`src/rtl/bp_cce_lce_req_receiver_pkg.sv`:
```
// Shared types for the CCE-side LCE request receiver: BedRock LCE request/command
// message layouts for the default config, the decoded request type and the ack FSM state.
package bp_cce_lce_req_receiver_pkg;

    localparam int paddr_width_p     = 40;
    localparam int lce_id_width_p    = 4;
    localparam int cce_id_width_p    = 6;
    localparam int lce_assoc_p       = 8;
    localparam int cce_block_width_p = 512;
    localparam int dword_width_gp    = 64;
    localparam int lg_lce_assoc_lp   = $clog2(lce_assoc_p);

    typedef enum logic [2:0] {
        e_bedrock_msg_size_1  = 3'd0,
        e_bedrock_msg_size_2  = 3'd1,
        e_bedrock_msg_size_4  = 3'd2,
        e_bedrock_msg_size_8  = 3'd3,
        e_bedrock_msg_size_16 = 3'd4,
        e_bedrock_msg_size_32 = 3'd5,
        e_bedrock_msg_size_64 = 3'd6
    } bp_bedrock_msg_size_e;

    typedef enum logic [3:0] {
        e_bedrock_req_rd_miss = 4'd0,
        e_bedrock_req_wr_miss = 4'd1,
        e_bedrock_req_uc_rd   = 4'd2,
        e_bedrock_req_uc_wr   = 4'd3,
        e_bedrock_req_uc_amo  = 4'd4
    } bp_bedrock_req_type_e;

    typedef enum logic [3:0] {
        e_bedrock_cmd_sync       = 4'd0,
        e_bedrock_cmd_set_clear  = 4'd1,
        e_bedrock_cmd_inv        = 4'd2,
        e_bedrock_cmd_st         = 4'd3,
        e_bedrock_cmd_data       = 4'd4,
        e_bedrock_cmd_st_wakeup  = 4'd5,
        e_bedrock_cmd_wb         = 4'd6,
        e_bedrock_cmd_st_wb      = 4'd7,
        e_bedrock_cmd_tr         = 4'd8,
        e_bedrock_cmd_st_tr      = 4'd9,
        e_bedrock_cmd_st_tr_wb   = 4'd10,
        e_bedrock_cmd_uc_data    = 4'd11,
        e_bedrock_cmd_uc_st_done = 4'd12
    } bp_bedrock_cmd_type_e;

    typedef struct packed {
        logic [cce_id_width_p-1:0]  dst_id;
        logic [lce_id_width_p-1:0]  src_id;
        logic [lg_lce_assoc_lp-1:0] lru_way_id;
        logic                       non_exclusive;
    } bp_bedrock_lce_req_payload_s;

    typedef struct packed {
        logic [3:0]                  msg_type;
        logic [paddr_width_p-1:0]    addr;
        logic [2:0]                  size;
        bp_bedrock_lce_req_payload_s payload;
    } bp_bedrock_lce_req_header_s;

    typedef struct packed {
        bp_bedrock_lce_req_header_s   header;
        logic [cce_block_width_p-1:0] data;
    } bp_bedrock_lce_req_msg_s;

    typedef struct packed {
        logic [lce_id_width_p-1:0]  dst_id;
        logic [cce_id_width_p-1:0]  src_id;
        logic [lg_lce_assoc_lp-1:0] way_id;
        logic [2:0]                 state;
        logic [lce_id_width_p-1:0]  target;
        logic [lg_lce_assoc_lp-1:0] target_way_id;
    } bp_bedrock_lce_cmd_payload_s;

    typedef struct packed {
        logic [3:0]                  msg_type;
        logic [paddr_width_p-1:0]    addr;
        logic [2:0]                  size;
        bp_bedrock_lce_cmd_payload_s payload;
    } bp_bedrock_lce_cmd_header_s;

    typedef struct packed {
        bp_bedrock_lce_cmd_header_s   header;
        logic [cce_block_width_p-1:0] data;
    } bp_bedrock_lce_cmd_msg_s;

    localparam int lce_req_msg_width_lp = $bits(bp_bedrock_lce_req_msg_s);
    localparam int lce_cmd_msg_width_lp = $bits(bp_bedrock_lce_cmd_msg_s);

    typedef enum logic [1:0] {
        e_cce_req_rd    = 2'd0,
        e_cce_req_wr    = 2'd1,
        e_cce_req_uc_rd = 2'd2,
        e_cce_req_uc_wr = 2'd3
    } bp_cce_req_type_e;

    typedef enum logic {
        e_ready       = 1'b0,
        e_send_uc_ack = 1'b1
    } bp_cce_lce_req_state_e;

    // Only the four request types the CCE core understands map onto req_type_o.
    function automatic logic is_supported_req(input logic [3:0] msg_type);
        return (msg_type[3:2] == 2'b00);
    endfunction

endpackage

```
`src/rtl/bp_cce_lce_req_receiver_fifo.sv`:
```
// Small 1-read/1-write FIFO with asynchronously reset pointers; the storage itself
// is not reset since nothing reads an entry before it has been written.
module bp_cce_lce_req_receiver_fifo #(
    parameter int width_p = 8,
    parameter int els_p   = 2,
    localparam int ptr_width_lp   = (els_p > 1) ? $clog2(els_p) : 1,
    localparam int count_width_lp = $clog2(els_p + 1)
) (
    input  logic                      clk_i,
    input  logic                      reset_i,
    input  logic [width_p-1:0]        data_i,
    input  logic                      v_i,
    output logic                      ready_o,
    output logic                      v_o,
    output logic [width_p-1:0]        data_o,
    input  logic                      yumi_i,
    output logic [count_width_lp-1:0] count_o
);

    logic [width_p-1:0]        mem_q [els_p];
    logic [ptr_width_lp-1:0]   wptr_q, wptr_d, rptr_q, rptr_d;
    logic [count_width_lp-1:0] count_q, count_d;
    logic                      enq, deq;

    function automatic logic [ptr_width_lp-1:0] ptr_inc(input logic [ptr_width_lp-1:0] ptr);
        return (ptr == ptr_width_lp'(els_p - 1)) ? '0 : ptr + ptr_width_lp'(1);
    endfunction

    assign ready_o = (count_q != count_width_lp'(els_p));
    assign v_o     = (count_q != '0);
    assign data_o  = mem_q[rptr_q];
    assign count_o = count_q;
    assign enq     = v_i & ready_o;
    assign deq     = yumi_i & v_o;

    always_comb begin
        wptr_d  = enq ? ptr_inc(wptr_q) : wptr_q;
        rptr_d  = deq ? ptr_inc(rptr_q) : rptr_q;
        count_d = count_q + count_width_lp'(enq) - count_width_lp'(deq);
    end

    always_ff @(posedge clk_i or posedge reset_i) begin
        if (reset_i) begin
            wptr_q  <= '0;
            rptr_q  <= '0;
            count_q <= '0;
        end else begin
            wptr_q  <= wptr_d;
            rptr_q  <= rptr_d;
            count_q <= count_d;
        end
    end

    always_ff @(posedge clk_i) begin
        if (enq) begin
            mem_q[wptr_q] <= data_i;
        end
    end

endmodule

```
`src/rtl/bp_cce_lce_req_receiver.sv`:
```
// CCE-side consumer of the LCE request channel: buffers, route-checks and decodes
// requests for the CCE core, and returns uncached-store credits with uc_st_done.
module bp_cce_lce_req_receiver
    import bp_cce_lce_req_receiver_pkg::*;
#(
    parameter int buf_els_p = 2,
    localparam int pending_width_lp = $clog2(buf_els_p + 1)
) (
    input  logic                                     clk_i,
    input  logic                                     reset_i,
    input  logic [cce_id_width_p-1:0]                cce_id_i,
    input  logic [lce_req_msg_width_lp-1:0]          lce_req_i,
    input  logic                                     lce_req_v_i,
    output logic                                     lce_req_ready_then_o,
    output logic                                     req_v_o,
    input  logic                                     req_yumi_i,
    output logic [1:0]                               req_type_o,
    output logic [lce_id_width_p-1:0]                req_lce_id_o,
    output logic [paddr_width_p-1:0]                 req_addr_o,
    output logic [$bits(bp_bedrock_msg_size_e)-1:0]  req_size_o,
    output logic [lg_lce_assoc_lp-1:0]               req_lru_way_o,
    output logic                                     req_non_excl_o,
    output logic [dword_width_gp-1:0]                req_data_o,
    output logic [lce_cmd_msg_width_lp-1:0]          lce_cmd_o,
    output logic                                     lce_cmd_v_o,
    input  logic                                     lce_cmd_ready_then_i,
    output logic                                     error_o,
    output logic [pending_width_lp-1:0]              pending_o
);

    bp_cce_lce_req_state_e          state_q, state_d;
    logic [lce_id_width_p-1:0]      ack_lce_id_q, ack_lce_id_d;
    logic [paddr_width_p-1:0]       ack_addr_q, ack_addr_d;
    logic [2:0]                     ack_size_q, ack_size_d;
    logic                           error_q, error_d;

    logic                           fifo_ready, fifo_v, fifo_yumi;
    logic [lce_req_msg_width_lp-1:0] fifo_data;
    bp_bedrock_lce_req_msg_s        head;
    bp_bedrock_lce_cmd_msg_s        cmd;
    logic                           head_legal, head_drop, head_yumi;
    logic                           unused_head_data;

    bp_cce_lce_req_receiver_fifo #(
        .width_p(lce_req_msg_width_lp),
        .els_p  (buf_els_p)
    ) req_fifo (
        .clk_i  (clk_i),
        .reset_i(reset_i),
        .data_i (lce_req_i),
        .v_i    (lce_req_v_i),
        .ready_o(fifo_ready),
        .v_o    (fifo_v),
        .data_o (fifo_data),
        .yumi_i (fifo_yumi),
        .count_o(pending_o)
    );

    assign head             = fifo_data;
    assign unused_head_data = ^head.data[cce_block_width_p-1:dword_width_gp];

    // Misrouted or unsupported heads are silently drained so they never block the queue.
    assign head_legal = (head.header.payload.dst_id == cce_id_i)
                      & is_supported_req(head.header.msg_type);
    assign head_drop  = fifo_v & ~head_legal;
    assign req_v_o    = fifo_v & head_legal & (state_q == e_ready);
    assign head_yumi  = req_v_o & req_yumi_i;
    assign fifo_yumi  = head_drop | head_yumi;

    assign lce_req_ready_then_o = fifo_ready & ~reset_i;
    assign error_o              = error_q;
    assign lce_cmd_v_o          = (state_q == e_send_uc_ack) & lce_cmd_ready_then_i;
    assign lce_cmd_o            = cmd;

    assign req_type_o     = req_v_o ? head.header.msg_type[1:0] : '0;
    assign req_lce_id_o   = req_v_o ? head.header.payload.src_id : '0;
    assign req_addr_o     = req_v_o ? head.header.addr : '0;
    assign req_size_o     = req_v_o ? head.header.size : '0;
    assign req_lru_way_o  = req_v_o ? head.header.payload.lru_way_id : '0;
    assign req_non_excl_o = req_v_o & head.header.payload.non_exclusive;
    assign req_data_o     = req_v_o ? head.data[dword_width_gp-1:0] : '0;

    always_comb begin
        cmd = '0;
        if (state_q == e_send_uc_ack) begin
            cmd.header.msg_type       = e_bedrock_cmd_uc_st_done;
            cmd.header.addr           = ack_addr_q;
            cmd.header.size           = ack_size_q;
            cmd.header.payload.dst_id = ack_lce_id_q;
            cmd.header.payload.src_id = cce_id_i;
        end
    end

    // The ack fields are latched at yumi time because the request leaves the buffer then.
    always_comb begin
        state_d      = state_q;
        ack_lce_id_d = ack_lce_id_q;
        ack_addr_d   = ack_addr_q;
        ack_size_d   = ack_size_q;
        error_d      = error_q | head_drop;
        case (state_q)
            e_ready: begin
                if (head_yumi && (head.header.msg_type[1:0] == e_cce_req_uc_wr)) begin
                    ack_lce_id_d = head.header.payload.src_id;
                    ack_addr_d   = head.header.addr;
                    ack_size_d   = head.header.size;
                    state_d      = e_send_uc_ack;
                end
            end
            e_send_uc_ack: begin
                if (lce_cmd_ready_then_i) begin
                    state_d = e_ready;
                end
            end
            default: state_d = e_ready;
        endcase
    end

    always_ff @(posedge clk_i or posedge reset_i) begin
        if (reset_i) begin
            state_q      <= e_ready;
            ack_lce_id_q <= '0;
            ack_addr_q   <= '0;
            ack_size_q   <= '0;
            error_q      <= 1'b0;
        end else begin
            state_q      <= state_d;
            ack_lce_id_q <= ack_lce_id_d;
            ack_addr_q   <= ack_addr_d;
            ack_size_q   <= ack_size_d;
            error_q      <= error_d;
        end
    end

    assert property (@(posedge clk_i) disable iff (reset_i) lce_req_v_i |-> lce_req_ready_then_o);
    assert property (@(posedge clk_i) disable iff (reset_i) req_yumi_i |-> req_v_o);

endmodule
```
`config.mk`:
```
export PLATFORM = sky130hd
export DESIGN_NAME = bp_cce_lce_req_receiver
export DESIGN_NICKNAME = d
export VERILOG_FILES = /design/src/rtl/bp_cce_lce_req_receiver_pkg.sv /design/src/rtl/bp_cce_lce_req_receiver_fifo.sv /design/src/rtl/bp_cce_lce_req_receiver.sv
export SDC_FILE = /design/constraint.sdc
export NUM_CORES = 1
export LEC_CHECK = 0
export CELL_PAD_IN_SITES_DETAIL_PLACEMENT = 0
export CELL_PAD_IN_SITES_GLOBAL_PLACEMENT = 1
export CORE_AREA = 5 5 502 504
export DETAILED_ROUTE_END_ITERATION = 10
export DIE_AREA = 0 0 507 509
export DONT_BUFFER_PORTS = 1
export GPL_TIMING_DRIVEN = 0
export HOLD_SLACK_MARGIN = 0.1
export PLACE_DENSITY = 0.37
export SLEW_MARGIN = 20
export SYNTH_ARGS = -nofsm -noshare
export SYNTH_HDL_FRONTEND = slang
export SYNTH_HIERARCHICAL = 1
export SYNTH_SLANG_ARGS = --single-unit
```
`constraint.sdc`:
```
create_clock -name clk_i -period 31.3 [get_ports clk_i]
set_input_delay 4.695 -clock clk_i [delete_from_list [all_inputs] [get_ports clk_i]]
set_output_delay 4.695 -clock clk_i [all_outputs]
set_load 0.02 [all_outputs]
```
==> impl_metrics.env <==
export IMPL_finalNetCount=2425
export IMPL_gp_congestion=0.716
export IMPL_drt_iter0_drc=168
export IMPL_worst_setup_path_start_kind="primary input"
export IMPL_post_route_period_util=0.386
export IMPL_critical_path_arrival_ns=7.40
export IMPL_hold_violations=0
export IMPL_core_sq_um=247000
export IMPL_crit_start="cce_id_i[1]"
export IMPL_dieArea_sq_um=258000
export IMPL_stdcell_area_sq_um=24200
export IMPL_area_growth_pct=47.6
export IMPL_p_leak_uw=0.0101
export IMPL_dpl_cell_area_sq_um=22800
export IMPL_rows=183
export IMPL_period_needed_ns=12.09
export IMPL_swShare=0.314
export IMPL_pin_count=1289
export IMPL_cts_resized=0
export IMPL_ctsHoldBuffers=0
export IMPL_hp_class="register to register"
export IMPL_fillers=28500
export IMPL_cts_setup_buffers=0
export IMPL_hp_start="ack_size_q[1]$_DFFE_PP0P_"
export IMPL_relSlewSlack=0.242
export IMPL_dr_pass1_iters=6
export IMPL_clockRootBuffer="clkbuf_16"
export IMPL_hpwl_um=49800
export IMPL_track_usage=0.0441
export IMPL_rsz0062_at_grt="false"
export IMPL_syn_inst=1257
export IMPL_reg2reg_depth=12
export IMPL_routedLengthMet1_um=21300
export IMPL_cts_sinks=303
export IMPL_drv_cap=0
export IMPL_multi_input_area_sq_um=5270
export IMPL_drv_slew=0
export IMPL_crit_slowest_cell="clkbuf_1"
export IMPL_reg2reg_slack_ns=27.92
export IMPL_grt_pass1_wl_um=77800
export IMPL_ant_nets=0
export IMPL_antenna_found_initial=17
export IMPL_wire_per_inst_um=11.9
export IMPL_grt_max_degree=40
export IMPL_holdWs_ns=0.476
export IMPL_path_clk_slew_ns=0.06
export IMPL_overflow=0
export IMPL_start_util=0.0664
export IMPL_p_switching_uw=459
export IMPL_power_frac_seq=0.379
export IMPL_endpoint="req_size_o[1]"
export IMPL_top_layer="met5"
export IMPL_tritoncts="done"
export IMPL_setup_tns_ns=0
export IMPL_slowest_delay_ns=0.90
export IMPL_syn_cell_area_sq_um=16400
export IMPL_htree_levels=2
export IMPL_outcome="finished, final reports clean"
export IMPL_io_buffers=0
export IMPL_seqCellArea_sq_um=8830
export IMPL_setup_viol=0
export IMPL_yosysWarnings=6
export IMPL_rr_endpoint="req_fifo/count_o[1]$_DFF_PP0_"
export IMPL_skew_ns=0.0380
export IMPL_fp_dieH_um=509
export IMPL_cp_required_ns=26.61
export IMPL_crit_chain="xor2_1 > or4_4 > nor2_4 > clkbuf_1 > and2_1"
export IMPL_p_per_area_nw_per_um2=60.4
export IMPL_grt_pass1_vias=8841
export IMPL_rr_startpoint="req_fifo/rptr_q$_DFFE_PP0P_"
export IMPL_cts_buffers=42
export IMPL_cp_max_fo=10
export IMPL_fmax_ghz=0.0827
export IMPL_wl_met3_um=10600
export IMPL_avgSynthCellArea_sq_um=13.1
export IMPL_clock_latency_ns=0.62
export IMPL_clock_path_buffers=3
export IMPL_num_vias=9102
export IMPL_drc=0
export IMPL_drive_gt1_frac=0.425
export IMPL_fp_dieW_um=507
export IMPL_clock_power_share=0.333
export IMPL_route_met2_wl_um=27100
export IMPL_worst_slew_pin_slew_ns=1.14
export IMPL_vdd_ir_drop_max_mv=0.0401
export IMPL_internal_power_uw=1000
export IMPL_wirelength_um=60600
export IMPL_combPwrFrac=0.288
export IMPL_critPathKind="primary input to output pin"
export IMPL_viasPerCell=1.78
export IMPL_min_path_cells=1
export IMPL_cp_end_kind="output pin"
[stage by stage]
step | worst slack (ns) | power, uW | instances | util
after floorplan | 20.30 | 867 | 1783 | -
after global placement | 14.78 | 988 | 5020 | 0.0907
after detailed placement | 18.93 | 994 | 5033 | 0.0922
after CTS | 18.93 | 1500 | 5109 | 0.0979
after global routing | 19.02 | 1550 | 5114 | 0.0979
final | 19.21 | 1460 | 5115 | 0.0979
[worst min path at each step]
stage                            endpoint  slack, ns
4_1_cts        ack_addr_q[37]$_DFFE_PP0P_       0.48
5_1_grt         ack_size_q[1]$_DFFE_PP0P_       0.51
6_report        ack_size_q[1]$_DFFE_PP0P_       0.48
3_5_place_dp    ack_size_q[1]$_DFFE_PP0P_       0.47
2_1_floorplan   ack_addr_q[0]$_DFFE_PP0P_       0.45
3_3_place_gp    ack_size_q[1]$_DFFE_PP0P_       0.46
[power by group through the flow]
stage	logic [uW]	clock network, uW	registers, uW
floorplan	297	0	569
global placement	395	0	594
finish	422	487	555
CTS	431	514	556
detailed placement	430	0	563
global route	459	533	561
[sequential cells by signal, indices dropped and copies added (netlist names), 2 cells and up]
signal            cells
ack_lce_id_q          4
ack_addr_q           40
ack_size_q            3
req_fifo/mem_q      250
req_fifo/count_o      2
[metal layers]
layer  vias to the layer above  track usage
li1                       4353            -
met1                      3995       0.0446
met2                       670       0.0697
met3                        76       0.0329
met4                         8       0.0162
met5                         -            0
[critical path, delay by kind of cell]
family	cells	cell delay [ns]
and+or+nand+nor	3	1.62
buffers and inverters	1	0.90
xor gates and xnor gates	1	0.15
[cell type report]
type,count,area share
inverters,4,0.000723
clock buffers,51,0.0473
flip-flops and latches,303,0.365
multi-input cells,907,0.218
repair buffers,13,0.0142
clock inverters,25,0.0104
well taps,3237,0.167
plain buffers,569,0.177
diodes,6,0.000620
[placed cells by master (no fill, tap or decap), types with 2 or more instances in the layout]
master / count
buf_16: 11
dfrtp_1: 53
buf_4: 531
clkinv_1: 6
clkbuf_1: 19
and2_1: 171
nand2b_1: 3
clkbuf_8: 4
buf_12: 2
clkinv_2: 8
bufinv_16: 3
clkbuf_16: 43
mux2_2: 153
nor2_4: 2
inv_1: 3
conb_1: 527
mux2_1: 19
buf_6: 21
nor2_1: 3
nand3_1: 2
clkinv_4: 3
diode_2: 6
xnor2_1: 6
clkinvlp_4: 2
nand2_1: 2
xor2_1: 3
edfxtp_1: 250
nor2b_1: 2
(Power assumes the default switching activity.)
